### src/rtl/bit_count_unit.sv
// Bit-statistics engine: counts ones (mode=0) or zeros (mode=1) in a WIDTH-bit operand
// using a check/shift/test controller over operand R1, count R2 and shifted-out flag E.
module bit_count_unit #(
    parameter int WIDTH = 8,
    localparam int CW = $clog2(WIDTH + 1)
) (
    input  logic             clk,
    input  logic             rst,
    input  logic             start,
    input  logic             mode,
    input  logic             abort,
    input  logic [WIDTH-1:0] data_in,
    output logic             rdy,
    output logic             busy,
    output logic             done,
    output logic [CW-1:0]    count
);

    typedef enum logic [1:0] {
        StIdle  = 2'd0,
        StCheck = 2'd1,
        StShift = 2'd2,
        StTest  = 2'd3
    } state_e;

    state_e           state_q, state_d;
    logic [WIDTH-1:0] r1_q, r1_d;
    logic [CW-1:0]    r2_q, r2_d;
    logic             e_q, e_d;
    logic             done_q, done_d;

    always_comb begin
        state_d = state_q;
        r1_d    = r1_q;
        r2_d    = r2_q;
        e_d     = e_q;
        done_d  = 1'b0;

        // Abort only matters mid-operation; R2 keeps its partial value.
        if (abort && (state_q != StIdle)) begin
            state_d = StIdle;
        end else begin
            unique case (state_q)
                StIdle: begin
                    if (start) begin
                        r1_d    = mode ? ~data_in : data_in;
                        r2_d    = '0;
                        e_d     = 1'b0;
                        state_d = StCheck;
                    end
                end
                StCheck: begin
                    if (r1_q == '0) begin
                        state_d = StIdle;
                        done_d  = 1'b1;
                    end else begin
                        state_d = StShift;
                    end
                end
                StShift: begin
                    e_d     = r1_q[WIDTH-1];
                    r1_d    = {r1_q[WIDTH-2:0], 1'b0};
                    state_d = StTest;
                end
                StTest: begin
                    if (e_q) begin
                        r2_d    = r2_q + CW'(1);
                        state_d = StCheck;
                    end else begin
                        state_d = StShift;
                    end
                end
                default: state_d = StIdle;
            endcase
        end
    end

    always_ff @(posedge clk) begin
        if (rst) begin
            state_q <= StIdle;
            r1_q    <= '0;
            r2_q    <= '0;
            e_q     <= 1'b0;
            done_q  <= 1'b0;
        end else begin
            state_q <= state_d;
            r1_q    <= r1_d;
            r2_q    <= r2_d;
            e_q     <= e_d;
            done_q  <= done_d;
        end
    end

    always_comb begin
        rdy   = (state_q == StIdle);
        busy  = ~rdy;
        done  = done_q;
        count = r2_q;
    end

endmodule

### config.mk
export PLATFORM = sky130hd
export DESIGN_NAME = bit_count_unit
export DESIGN_NICKNAME = d
export VERILOG_FILES = /design/src/rtl/bit_count_unit.sv
export SDC_FILE = /design/constraint.sdc
export NUM_CORES = 1
export LEC_CHECK = 0
export ABC_CLOCK_PERIOD_IN_PS = 3300
export BUFFER_PORTS_ARGS = -buffer_cell sky130_fd_sc_hd__buf_4
export CAP_MARGIN = 20
export CORE_MARGIN = 2
export CORE_UTILIZATION = 50
export DETAILED_ROUTE_END_ITERATION = 12
export PLACE_DENSITY = 0.75
export SETUP_SLACK_MARGIN = 0.5
export SYNTH_ARGS = -nofsm -noshare
export SYNTH_HDL_FRONTEND = slang
export SYNTH_SLANG_ARGS = --single-unit
### constraint.sdc
create_clock -name clk -period 3.3 [get_ports clk]
set_input_delay 0 -clock clk [delete_from_list [all_inputs] [get_ports clk]]
set_output_delay 0 -clock clk [all_outputs]
set_load 0.01 [all_outputs]
==> flow_summary.json <==
{
  "ctsResizeCount": 0,
  "postCtsSetupBuffers": 0,
  "synth_compound_area_share_pct": 13.8,
  "yosys.area_share.simple_pct": 22.8,
  "muxShareOfSynthArea_pct": 10.3,
  "maxCapViolCount": 0,
  "wl_met1_um": 829,
  "worst_setup_path_start_kind": "flop",
  "clock.fmax_mhz": 583,
  "cts_made_buffers": 3,
  "yosysTopAreaCellShare_pct": 36.7,
  "met3_length_um": 62,
  "grt_max_degree": 13,
  "fin_crit_sh_pct": 52.0,
  "synth_top_area_cell": "dfxtp_1",
  "yosysWarnings": 0,
  "first_pass_iters": 4,
  "syn2layout_area_growth_pct": 21.5,
  "crit_type": "reg -> reg",
  "fin_tns_setup_ps": 0,
  "portBuffers": 19,
  "fp.dieH_um": 45.8,
  "hold_viol": 0,
  "fin_skew_ps": 4.71,
  "postCtsHoldBufs": 4,
  "worst_setup_path_end_kind": "flop",
  "cp_data_required_time_ps": 3540,
  "synth.area.top_cells": "dfxtp_1 37%, mux2i_1 10%, xor2_1 8.0%",
  "cts.sinks": 16,
  "pwr_density_cell_nw_per_um2": 402,
  "arrival_ps": 1960,
  "tightest_slew_ps": 563,
  "final.fill_count": 151,
  "hold_class": "in -> reg",
  "clk_pin_slew_ps": 100,
  "synth.net_count": 111,
  "register_area_um2": 320,
  "dpl.hpwl_mm": 1.26,
  "synth_cell_type_count": 34,
  "drive_above_1_share_pct": 23.3,
  "viasPerCell": 5.75,
  "overflow": 0,
  "synth-adder-area-share_pct": 1.43,
  "ys_ff_latch": 16,
  "peakVddDrop_mv": 0.200,
  "wirelength_mm": 1.80,
  "synthCells": 97,
  "min_period_ps": 1720,
  "cts_max_level": 1,
  "grt_pass1_vias": 651,
  "clk_latency_ps": 300,
  "drv_slew": 0,
  "finalSetupViolCount": 0,
  "slew-limit-headroom_pct": 62.3,
  "pre_cts_slack_ps": 1880,
  "die_area_um2": 2090,
  "p_leak_uw": 0.000482,
  "gp_congestion": 0.781,
  "cts_root_buffer": "clkbuf_4",
  "synth_top_family_by_area": "simple AND/OR/NAND/NOR gates",
  "status": "completed",
  "core-area_um2": 1690,
  "synth-xor-area-share_pct": 8.03,
  "antenna_left": 0,
  "fin_nets": 131,
  "timing.hold.ws_ps": 2.57,
  "synth_edf_count": 0,
  "die-width_um": 45.8,
  "path_max_fanout": 3,
  "grt_pass1_wl_mm": 2.86,
  "route.met2.wl_um": 853,
  "cts_tree": "done",
  "num_rows": 15,
  "fin_util_pct": 62.7,
  "synth_most_common_cell": "dfxtp_1",
  "initial_core_util_pct": 51.6,
  "rsz0062_at_grt": "no",
  "synth_ff_type": "dfxtp_1",
  "insertedDiodeCount": 0,
  "ys_top_cells_by_count": "16 x dfxtp_1, 9 x mux2i_1, 8 x nand2_1, 8 x nand3_1, 8 x xor2_1",
  "antenna_found_initial": 0,
  "avgRoutedWirePerCell_um": 13.5,
  "io_pins": 20,
  "syn_area_um2": 872,
  "drc_errors": 0,
  "drt_iter0_drc": 20,
  "async_flop_share_pct": 0,
  "top_layer": "met4",
  "fin_ws_ps": 1580,
  "synth.avg_cell_area_um2": 8.99,
  "yosysSeqAreaShare_pct": 36.7,
  "reg2reg_slack_ps": 1580,
  "grt_usage_pct": 19.4,
  "multiInputGateArea_um2": 492,
  "routed-via-count": 765,
  "clock_path_buffers": 2
}
-- registers in the layout, indices dropped and copies added, names as in the netlist --
| name | flops |
|---|---|
| r1_q | 8 |
| count | 4 |
| e_q | 1 |
| state_q | 2 |
| done | 1 |
-- kinds of logic after synthesis --
family,Yosys count
and+or+nand+nor,36
AOI/OAI and AO/OA,17
DFF,16
buffers and inverters,10
muxes,9
xor gates and xnor gates,8
adders and majority gates,1
-- layer usage --
layer	vias up	global-route usage (%)
met2	26	31.3
met3	7	3.57
met5	-	0
met1	352	23.6
li1	380	-
met4	0	12.0
-- per-stage QoR --
step | area (um2) | total power (uW) | std cells
after global placement | 983 | 291 | 125
after CTS | 1060 | 426 | 133
after floorplan | 872 | 270 | 97
final | 1060 | 426 | 133
after global routing | 1060 | 441 | 133
after detailed placement | 983 | 292 | 125
-- where the power goes --
group,internal (uW),switching (uW)
registers,204,10.7
clock network,67.3,66.6
logic,39.4,38.5
total,310,116
-- layout by cell type, fill, tap and decap left out, types with 2 or more instances in the layout --
master,Yosys,final
buf_4,1,19
dfxtp_1,16,16
mux2i_1,9,9
nand2_1,8,8
xor2_1,8,8
nand3_1,8,8
o22ai_1,7,7
a21oi_1,4,4
dlygate4sd3_1,0,4
nor2_1,3,3
clkbuf_4,0,3
inv_1,2,2
and2_1,2,2
nor3_1,2,2
nand3b_1,2,2
o21ai_0,2,2
-- worst max-delay path: stages (launching register included) --
cell	delay, ps
dfxtp_1	340
nor4_1	330
nand3_1	170
nor4b_1	250
dlygate4sd3_1	580
-- worst paths after layout --
check / from / to / depth (start not counted)
max: r1_q[1] / done / 4
min: data_in[0] / r1_q[0] / 4
max reg2reg: r1_q[1] / done / 4
min reg2reg: count[3] / count[3] / 2
-- layout make-up --
type	count	area share (%)
multi-input combinational	71	46.4
sequential	16	30.2
timing repair buffer	23	17.2
clock buffer	4	3.42
tap	17	2.01
inverter	2	0.708
No activity file was read; power rests on OpenSTA's default activity.
